**src/rtl/risc_pkg.sv**
```systemverilog
// Shared types for the accumulator CPU: opcode and sequencer phase encodings.
package risc_pkg;

  localparam int NUM_PHASES = 8;

  typedef enum logic [2:0] {
    OP_HLT = 3'b000,
    OP_SKZ = 3'b001,
    OP_ADD = 3'b010,
    OP_AND = 3'b011,
    OP_XOR = 3'b100,
    OP_LDA = 3'b101,
    OP_STO = 3'b110,
    OP_JMP = 3'b111
  } opcode_t;

  typedef enum logic [2:0] {
    INST_ADDR  = 3'd0,
    INST_FETCH = 3'd1,
    INST_LOAD  = 3'd2,
    IDLE       = 3'd3,
    OP_ADDR    = 3'd4,
    OP_FETCH   = 3'd5,
    ALU_OP     = 3'd6,
    STORE      = 3'd7
  } phase_t;

endpackage

```
**src/rtl/risc_ctrl_decode.sv**
```systemverilog
// Combinational strobe decode from phase, opcode, zero flag, stall and halted state.
module risc_ctrl_decode
  import risc_pkg::*;
(
  input  phase_t     phase,
  input  logic [2:0] opcode,
  input  logic       is_zero,
  input  logic       stall,
  input  logic       halted,
  output logic       sel,
  output logic       rd,
  output logic       ld_ir,
  output logic       halt,
  output logic       inc_pc,
  output logic       ld_ac,
  output logic       ld_pc,
  output logic       wr,
  output logic       data_e
);

  logic alu_op;
  assign alu_op = opcode inside {OP_ADD, OP_AND, OP_XOR, OP_LDA};

  always_comb begin
    sel    = 1'b0;
    rd     = 1'b0;
    ld_ir  = 1'b0;
    halt   = 1'b0;
    inc_pc = 1'b0;
    ld_ac  = 1'b0;
    ld_pc  = 1'b0;
    wr     = 1'b0;
    data_e = 1'b0;
    if (halted) begin
      halt = 1'b1;
    end else begin
      // Opcode is only consulted from OP_ADDR on, so an unsettled IR cannot leak out early
      case (phase)
        INST_ADDR: sel = 1'b1;
        INST_FETCH: begin
          sel = 1'b1;
          rd  = 1'b1;
        end
        INST_LOAD, IDLE: begin
          sel   = 1'b1;
          rd    = 1'b1;
          ld_ir = 1'b1;
        end
        OP_ADDR: begin
          halt   = (opcode == OP_HLT);
          inc_pc = 1'b1;
        end
        OP_FETCH: rd = alu_op;
        ALU_OP: begin
          rd     = alu_op;
          inc_pc = (opcode == OP_SKZ) && is_zero;
          ld_pc  = (opcode == OP_JMP);
          data_e = (opcode == OP_STO);
        end
        STORE: begin
          rd     = alu_op;
          ld_ac  = alu_op;
          ld_pc  = (opcode == OP_JMP);
          wr     = (opcode == OP_STO);
          data_e = (opcode == OP_STO);
        end
        default: sel = 1'b0;
      endcase
      // Edge strobes must not fire while the phase is held, level signals stay up
      if (stall) begin
        ld_ir  = 1'b0;
        inc_pc = 1'b0;
        ld_ac  = 1'b0;
        ld_pc  = 1'b0;
        wr     = 1'b0;
      end
    end
  end

endmodule

```
**src/rtl/risc_controller.sv**
```systemverilog
// 8-phase instruction sequencer: phase counter, sticky halt flag and strobe decode.
module risc_controller
  import risc_pkg::*;
#(
  parameter bit HALT_STICKY = 1'b1
) (
  input  logic       clk,
  input  logic       rst,
  input  logic [2:0] opcode,
  input  logic       is_zero,
  input  logic       stall,
  output logic       sel,
  output logic       rd,
  output logic       ld_ir,
  output logic       halt,
  output logic       inc_pc,
  output logic       ld_ac,
  output logic       ld_pc,
  output logic       wr,
  output logic       data_e,
  output logic [2:0] phase
);

  phase_t phase_q;
  logic   halted;

  // A sticky HLT freezes the phase at OP_ADDR; the PC increment of that phase still lands
  always_ff @(posedge clk or posedge rst) begin
    if (rst) begin
      phase_q <= INST_ADDR;
      halted  <= 1'b0;
    end else if (!halted && !stall) begin
      if (HALT_STICKY && phase_q == OP_ADDR && opcode == OP_HLT) begin
        halted <= 1'b1;
      end else begin
        phase_q <= phase_t'(phase_q + 3'd1);
      end
    end
  end

  assign phase = phase_q;

  risc_ctrl_decode u_decode (
    .phase   (phase_q),
    .opcode  (opcode),
    .is_zero (is_zero),
    .stall   (stall),
    .halted  (halted),
    .sel     (sel),
    .rd      (rd),
    .ld_ir   (ld_ir),
    .halt    (halt),
    .inc_pc  (inc_pc),
    .ld_ac   (ld_ac),
    .ld_pc   (ld_pc),
    .wr      (wr),
    .data_e  (data_e)
  );

endmodule

```
**config.mk**
```make
export PLATFORM = sky130hd
export DESIGN_NAME = risc_controller
export DESIGN_NICKNAME = d
export VERILOG_FILES = /design/src/rtl/risc_pkg.sv /design/src/rtl/risc_ctrl_decode.sv /design/src/rtl/risc_controller.sv
export SDC_FILE = /design/constraint.sdc
export NUM_CORES = 1
export LEC_CHECK = 0
export CELL_PAD_IN_SITES_DETAIL_PLACEMENT = 0
export CELL_PAD_IN_SITES_GLOBAL_PLACEMENT = 2
export CORE_AREA = 5 5 49 51
export DETAILED_ROUTE_END_ITERATION = 7
export DIE_AREA = 0 0 54 56
export GPL_TIMING_DRIVEN = 0
export MAX_ROUTING_LAYER = met4
export PLACE_DENSITY = 0.73
export SYNTH_ARGS = -nofsm -noshare
export SYNTH_HDL_FRONTEND = slang
export SYNTH_HIERARCHICAL = 1
export SYNTH_SLANG_ARGS = --single-unit
```
**constraint.sdc**
```tcl
create_clock -name clk -period 1.95 [get_ports clk]
set_input_delay 0.2925 -clock clk [delete_from_list [all_inputs] [get_ports clk]]
set_output_delay 0.2925 -clock clk [all_outputs]
set_load 0.1 [all_outputs]
```
# Word level (Yosys, flattened, before mapping)
# Index checks and enable logic that the tools add are counted.
[totals]
wordCells = 56
reg_bits = 4
[classes]
n_bitwise = 1
addsub = 1
muxes = 23
n_reduce_logical = 15
eq_ne = 14
[op_table]
columns = ["operator", "count"]
rows = [
  ["equality test 3 bit, second input constant", 8],
  ["two-way mux 1 bit", 21],
  ["equality test 3 x 2 -> 1 bit, second input constant", 4],
  ["equality test 3 x 1 -> 1 bit, second input constant", 2],
  ["logical NOT 3 bit", 2],
  ["OR reduction 3 bit", 2],
  ["one-hot mux 1 bit (2 select lines)", 2],
  ["AND reduction 2 bit", 2],
  ["nonzero test 4 bit", 1],
  ["OR reduction 2 bit", 2],
  ["OR reduction 4 bit", 1],
  ["adder 3 x 1 -> 3 bit, second input constant", 1],
  ["logical AND 1 bit", 3],
  ["logical NOT 1 bit", 2],
  ["inverter 1 bit", 1],
]

# Logic depth before layout (Yosys ltp)
# Gate-level depths: netlist (run 1).
[depth]
depth_word = 5
ltp_mapped = 5

# Hierarchy
# Netlist (run 1), hierarchy kept.
[by_module_without_submodules]
columns = ["module", "area_each_um2", "cells_per_inst", "n_inst"]
rows = [
  ["risc_controller", 216.5, 20, 1],
  ["risc_ctrl_decode", 126.4, 19, 1],
]

# Worst setup path before layout (run 1)
# Ideal clock, no wire load.
[synth_timing]
path_kind = "reg2out"
start = "register phase_q[1], in the netlist phase[1]"
end = "output ld_ir"
arrival_ps = 4171
stages_incl_launch_ff = 2
path_slack_ps = -2513
n_path_buf = 0
required_time_ps = 1657
cell_sequence = "dfrtp_1 > nor4b_1"
[synth_via]
elab_chain_len = 5
elab_cells_between_ends = 6
[synth_lines]
columns = ["item", "line", "text"]
rows = [
  ["start, declared", "risc_controller.sv:24", "phase_t phase_q;"],
  ["start signal, assigned", "risc_controller.sv:36", "phase_q <= phase_t'(phase_q + 3'd1);"],
  ["equality test 3 x 2 -> 1 bit", "risc_ctrl_decode.sv:38", "case (phase)"],
  ["OR reduction 2 bit *", "risc_ctrl_decode.sv:38", ""],
  ["two-way mux 1 bit *", "risc_ctrl_decode.sv:38", ""],
  ["two-way mux 1 bit *", "risc_ctrl_decode.sv:70", "if (stall) begin"],
  ["two-way mux 1 bit *", "risc_ctrl_decode.sv:34", "if (halted) begin"],
  ["end, declared", "risc_controller.sv:14", "output logic ld_ir,"],
]
# Every way passes the cells marked *; elsewhere a longest branch is shown, timed or not.

# Worst setup path in the final report (run 1)
[layout_timing]
start = "register phase_q[2], in the netlist phase[2]"
end = "output phase[2]"
[layout_lines]
columns = ["item", "line", "text"]
rows = [
  ["end, declared", "risc_controller.sv:21", "output logic [2:0] phase"],
]
# No word-level cell between the ends.

==> flow_summary.json, run 1 <==
{
  "vias_per_cell": 4.25,
  "vias": 391,
  "cpPeakStageDelay_ps": 880,
  "io_buffers": 18,
  "synthTopCellsByArea": "dfrtp_1, ha_1, nor2_1",
  "path_clk_slew_ps": 40,
  "cts_max_level": 1,
  "cpMaxStageDelayCell": "dlygate4sd2_1",
  "nFillCells": 201,
  "outcome": "complete, no violations",
  "numCtsBuffers": 3,
  "grt_first_pass_wirelength_mm": 1.95,
  "drc_errors": 0,
  "antenna_cells": 0,
  "cp.arrival_ps": 1620,
  "coreArea_um2": 1900,
  "num_rows": 16,
  "clock_path_buffers": 2,
  "synth_compound_area_frac": 0.142,
  "path_buf_inv": 1,
  "hpwl_um": 838,
  "clock_latency_ps": 240,
  "synth-simple-area-share": 0.354,
  "clock_sinks": 4,
  "wl_per_cell_um": 12.0,
  "yosysSeqAreaShare": 0.292,
  "fin_ws_ps": 35.7,
  "synth_cells": 39,
  "cp_max_fo": 11,
  "grt_antenna_before_repair": 0,
  "synth_area_um2": 343,
  "clock-skew-final_ps": 10.9,
  "gp_congestion": 0.661,
  "fin_crit_sh": 0.982,
  "synth_cell_type_count": 22,
  "muxShareOfSynthArea": 0.0438,
  "syn_avg_cell_area_um2": 8.79,
  "dieArea_um2": 3020,
  "start_util": 0.180,
  "ant_nets": 0,
  "grtUsageTotal": 0.0882,
  "grt_overflow": 0,
  "drtPass1Iterations": 4,
  "hold_viol": 0,
  "ys_warn_count": 6,
  "postSynthNetCount": 48,
  "seq_area_um2": 113,
  "dp_slack_ps": -1180,
  "fin_nets": 75,
  "drt_iter0_drc": 1,
  "crit_type": "reg2out",
  "synth_area_leader_cell": "dfrtp_1",
  "synthAdderAreaFrac": 0.0730,
  "rsz0062_at_grt": "no",
  "end_kind": "primary output",
  "utilization": 0.379,
  "ys_ff_latch": 4,
  "start_kind": "flip-flop",
  "setup_violations": 0,
  "cts_tree": "done",
  "worstPathRequired_ps": 1660,
  "grt_pass1_vias": 393,
  "die_w_um": 54,
  "drv_cap": 0,
  "drt_wl_total_mm": 1.11,
  "die_h_um": 56,
  "ios": 19,
  "synth_top_area_frac": 0.292,
  "relSlewSlack": 0.366,
  "cp_top_family": "buffers and inverters",
  "grt_start_max_net_pins": 12,
  "worst_pin_slew_ps": 954,
  "drive_gt1_frac": 0.508,
  "synth_top_family_by_area": "simple AND/OR/NAND/NOR gates",
  "cp_cell_sequence": "dlygate4sd2_1",
  "synth_xor_area_frac": 0.0511,
  "fmax_ghz": 0.522,
  "finalMaxSlewViolations": 0,
  "fin_crit_ps": 1910,
  "multi_input_area_um2": 334,
  "area_delta_synth_final_pct": 110,
  "root_buffer": "clkbuf_4",
  "min-delay-path-class": "in2async"
}
## metrics by stage
stage	std cells	setup TNS [ps]	instance area, um2	hold slack [ps]
2_1_floorplan	39	-1000	449	58.6
3_3_place_gp	84	-6960	663	488
3_5_place_dp	84	-6880	663	493
4_1_cts	88	0	694	231
5_1_grt	92	0	721	244
6_report	92	0	721	232
## cells in the mapped netlist
library cell / number
a211oi_1: 1
a21boi_2: 1
a21o_1: 1
a21oi_1: 3
and3_2: 1
and3b_1: 1
dfrtp_1: 4
ha_1: 2
inv_1: 4
mux2_4: 1
nand2_1: 2
nand3_1: 1
nand3b_1: 1
nand4bb_1: 1
nor2_1: 5
nor3_1: 2
nor4_1: 1
nor4b_1: 2
o21bai_1: 1
or4b_1: 1
or4bb_1: 1
xnor2_1: 2
## sequential cells by signal, indices dropped and copies added, names as in the netlist
| name | count |
|---|---|
| phase | 3 |
| halted | 1 |
## layer usage
metal | routed length [um] | global-route usage | vias up
met5 | 0 | - | -
met4 | 0 | 0.0214 | 0
met3 | 120 | 0.0456 | 0
met2 | 473 | 0.111 | 17
met1 | 513 | 0.123 | 180
li1 | - | - | 194
## placed cells by master, fill, tap and decap left out, drive strengths merged, types with 3 or more instances in the layout
cell and n:
a21oi 3, buf 12, clkbuf 4, dfrtp 4
dlygate4sd2 6, inv 4, nor2 5
## timing repair
item	CTS	global route
hold buffers	0	0
setup endpoints to repair	12	3
endpoints found under the hold margin	0	0
resized for setup	63	2
buffers inserted	0	4
cloned	0	0
pin swaps	1	1
## area by class of cell
| class | instances | area share |
|---|---|---|
| multi-input cells | 31 | 0.464 |
| inverters | 4 | 0.0208 |
| well taps | 27 | 0.0469 |
| clock buffers | 4 | 0.0365 |
| flip-flops and latches | 4 | 0.156 |
| repair buffers | 22 | 0.276 |
## cells by family (layout without fill, tap and decap cells)
group / count (synthesis) / in the layout
mux: 1 / 1
buf+inv: 4 / 30
flops: 4 / 4
simple gates: 19 / 19
xor+xnor: 2 / 2
fa+ha+maj: 2 / 2
compound gates: 7 / 7
## path summary, 6_finish.rpt
kind                               start       end  slack [ps]  depth (start not counted)
worst min register to register    halted    halted         630                          2
min in group clk                   stall    halted         530                          2
worst max-delay path            phase[2]  phase[2]          40                          1
worst min-delay path                 rst  phase[0]         230                          2
max in group asynchronous            rst  phase[2]        1530                          2
worst max register to register  phase[1]  phase[1]         390                          5
Power of run 1 is not shown: default switching activity piles up to over one toggle a cycle in this logic, so the estimate is an artifact.
==> inputs of run 2 (changes only) <==
Settings changed: PLACE_DENSITY 0.73 to 0.79.
==> flow_summary.json, run 2 (synthesis results as in run 1) <==
{
  "outcome": "complete, no violations",
  "grt_first_pass_wirelength_mm": 1.89,
  "cts_max_level": 1,
  "drtPass1Iterations": 4,
  "gp_congestion": 0.746,
  "start_util": 0.180,
  "num_rows": 16,
  "cpMaxStageDelayCell": "or4b_4",
  "post_cts_buffers": 0,
  "fin_nets": 71,
  "instances_no_fill": 88,
  "clock_sinks": 4,
  "numCtsBuffers": 3,
  "setup_violations": 0,
  "vias": 381,
  "hpwl_um": 847,
  "area_delta_synth_final_pct": 102,
  "dieArea_um2": 3020,
  "grtUsageTotal": 0.0882,
  "hold_viol": 0,
  "finalMaxSlewViolations": 0,
  "antenna_cells": 0,
  "clock_latency_ps": 250,
  "drc_errors": 0,
  "wl_per_cell_um": 12.8,
  "die_h_um": 56,
  "clock_path_buffers": 2,
  "ios": 19,
  "layout_common_cells": "nor2_1, inv_1",
  "worst_pin_slew_ps": 958,
  "final_cell_area_um2": 692,
  "vias_per_cell": 4.33,
  "clock-skew-final_ps": 16.6,
  "rsz0062_at_grt": "yes",
  "ant_nets": 0,
  "drt_iter0_drc": 6,
  "fin_crit_ps": 1920,
  "drt_wl_total_mm": 1.12,
  "drive_gt1_frac": 0.459,
  "cp.arrival_ps": 1630,
  "fmax_ghz": 0.520,
  "cts_tree": "done",
  "min-delay-path-class": "in2async",
  "io_buffers": 18,
  "root_buffer": "clkbuf_4",
  "r2r_slack_ps": 400,
  "grt_antenna_before_repair": 0,
  "seq_area_um2": 113,
  "cp_top_family": "simple AND/OR/NAND/NOR gates",
  "cp_max_fo": 9,
  "end_kind": "primary output",
  "die_w_um": 54,
  "grt_overflow": 0,
  "worstPathRequired_ps": 1660,
  "multi_input_area_um2": 327,
  "start_kind": "flip-flop",
  "fin_hold_ws_ps": 226,
  "path_clk_slew_ps": 50,
  "place_inst": 84,
  "fin_crit_sh": 0.986,
  "drv_cap": 0,
  "largest_reg_flops": 3,
  "grt_pass1_vias": 415,
  "coreArea_um2": 1900,
  "path_buf_inv": 1,
  "grt_start_max_net_pins": 12,
  "nFillCells": 194,
  "crit_type": "reg2out",
  "placed_area_um2": 663,
  "cpPeakStageDelay_ps": 570,
  "cp_cell_sequence": "or4b_4, a21oi_4, buf_12",
  "relSlewSlack": 0.364
}
-- run 2: cell types whose count changed in the layout (fill, tap and decap cells not counted) --
cell | before | now
clkdlybuf4s15_1 | 1 | 2
buf_4 | 7 | 3
dlygate4sd2_1 | 6 | 3
xnor2_2 | 1 | 0
xnor2_1 | 1 | 2
dlymetal6s2s_1 | 0 | 2
-- run 2: per-stage QoR --
| step | TNS (ps) | setup WS [ps] | util |
|---|---|---|---|
| after detailed placement | -7070 | -1190 | 0.349 |
| after global routing | -11.6 | -11.6 | 0.364 |
| after CTS | -171 | -171 | 0.358 |
| after global placement | -6910 | -1180 | 0.349 |
| final | 0 | 27.3 | 0.364 |
| after floorplan | -1000 | -342 | - |
-- run 2: area by class of cell --
type | count | area share
tap | 27 | 0.0488
multi-input combinational | 31 | 0.472
inverter | 4 | 0.0217
clock buffer | 4 | 0.0380
timing repair buffer | 18 | 0.257
sequential | 4 | 0.163
-- run 2: timing repair --
item	4_1_cts	5_1_grt
gates resized for setup	58	7
hold buffers	0	0
setup endpoints to repair	12	8
pin swaps	1	2
-- run 2: layer usage --
layer / part of all wire / track usage
met1: 0.47 / 0.112
met2: 0.44 / 0.118
met3: 0.091 / 0.0295
met4: 0 / 0.0534
met5: 0 / -
-- run 2: final timing paths --
kind | startpoint | end | depth (start not counted)
worst min-delay path | rst | phase[0] | 2
max in group asynchronous | rst | phase[2] | 2
worst min register to register | halted | halted | 1
worst max-delay path | halted | inc_pc | 3
min in group clk | stall | halted | 2
worst max register to register | phase[1] | phase[1] | 5
Power of run 2 is left out for the same reason.
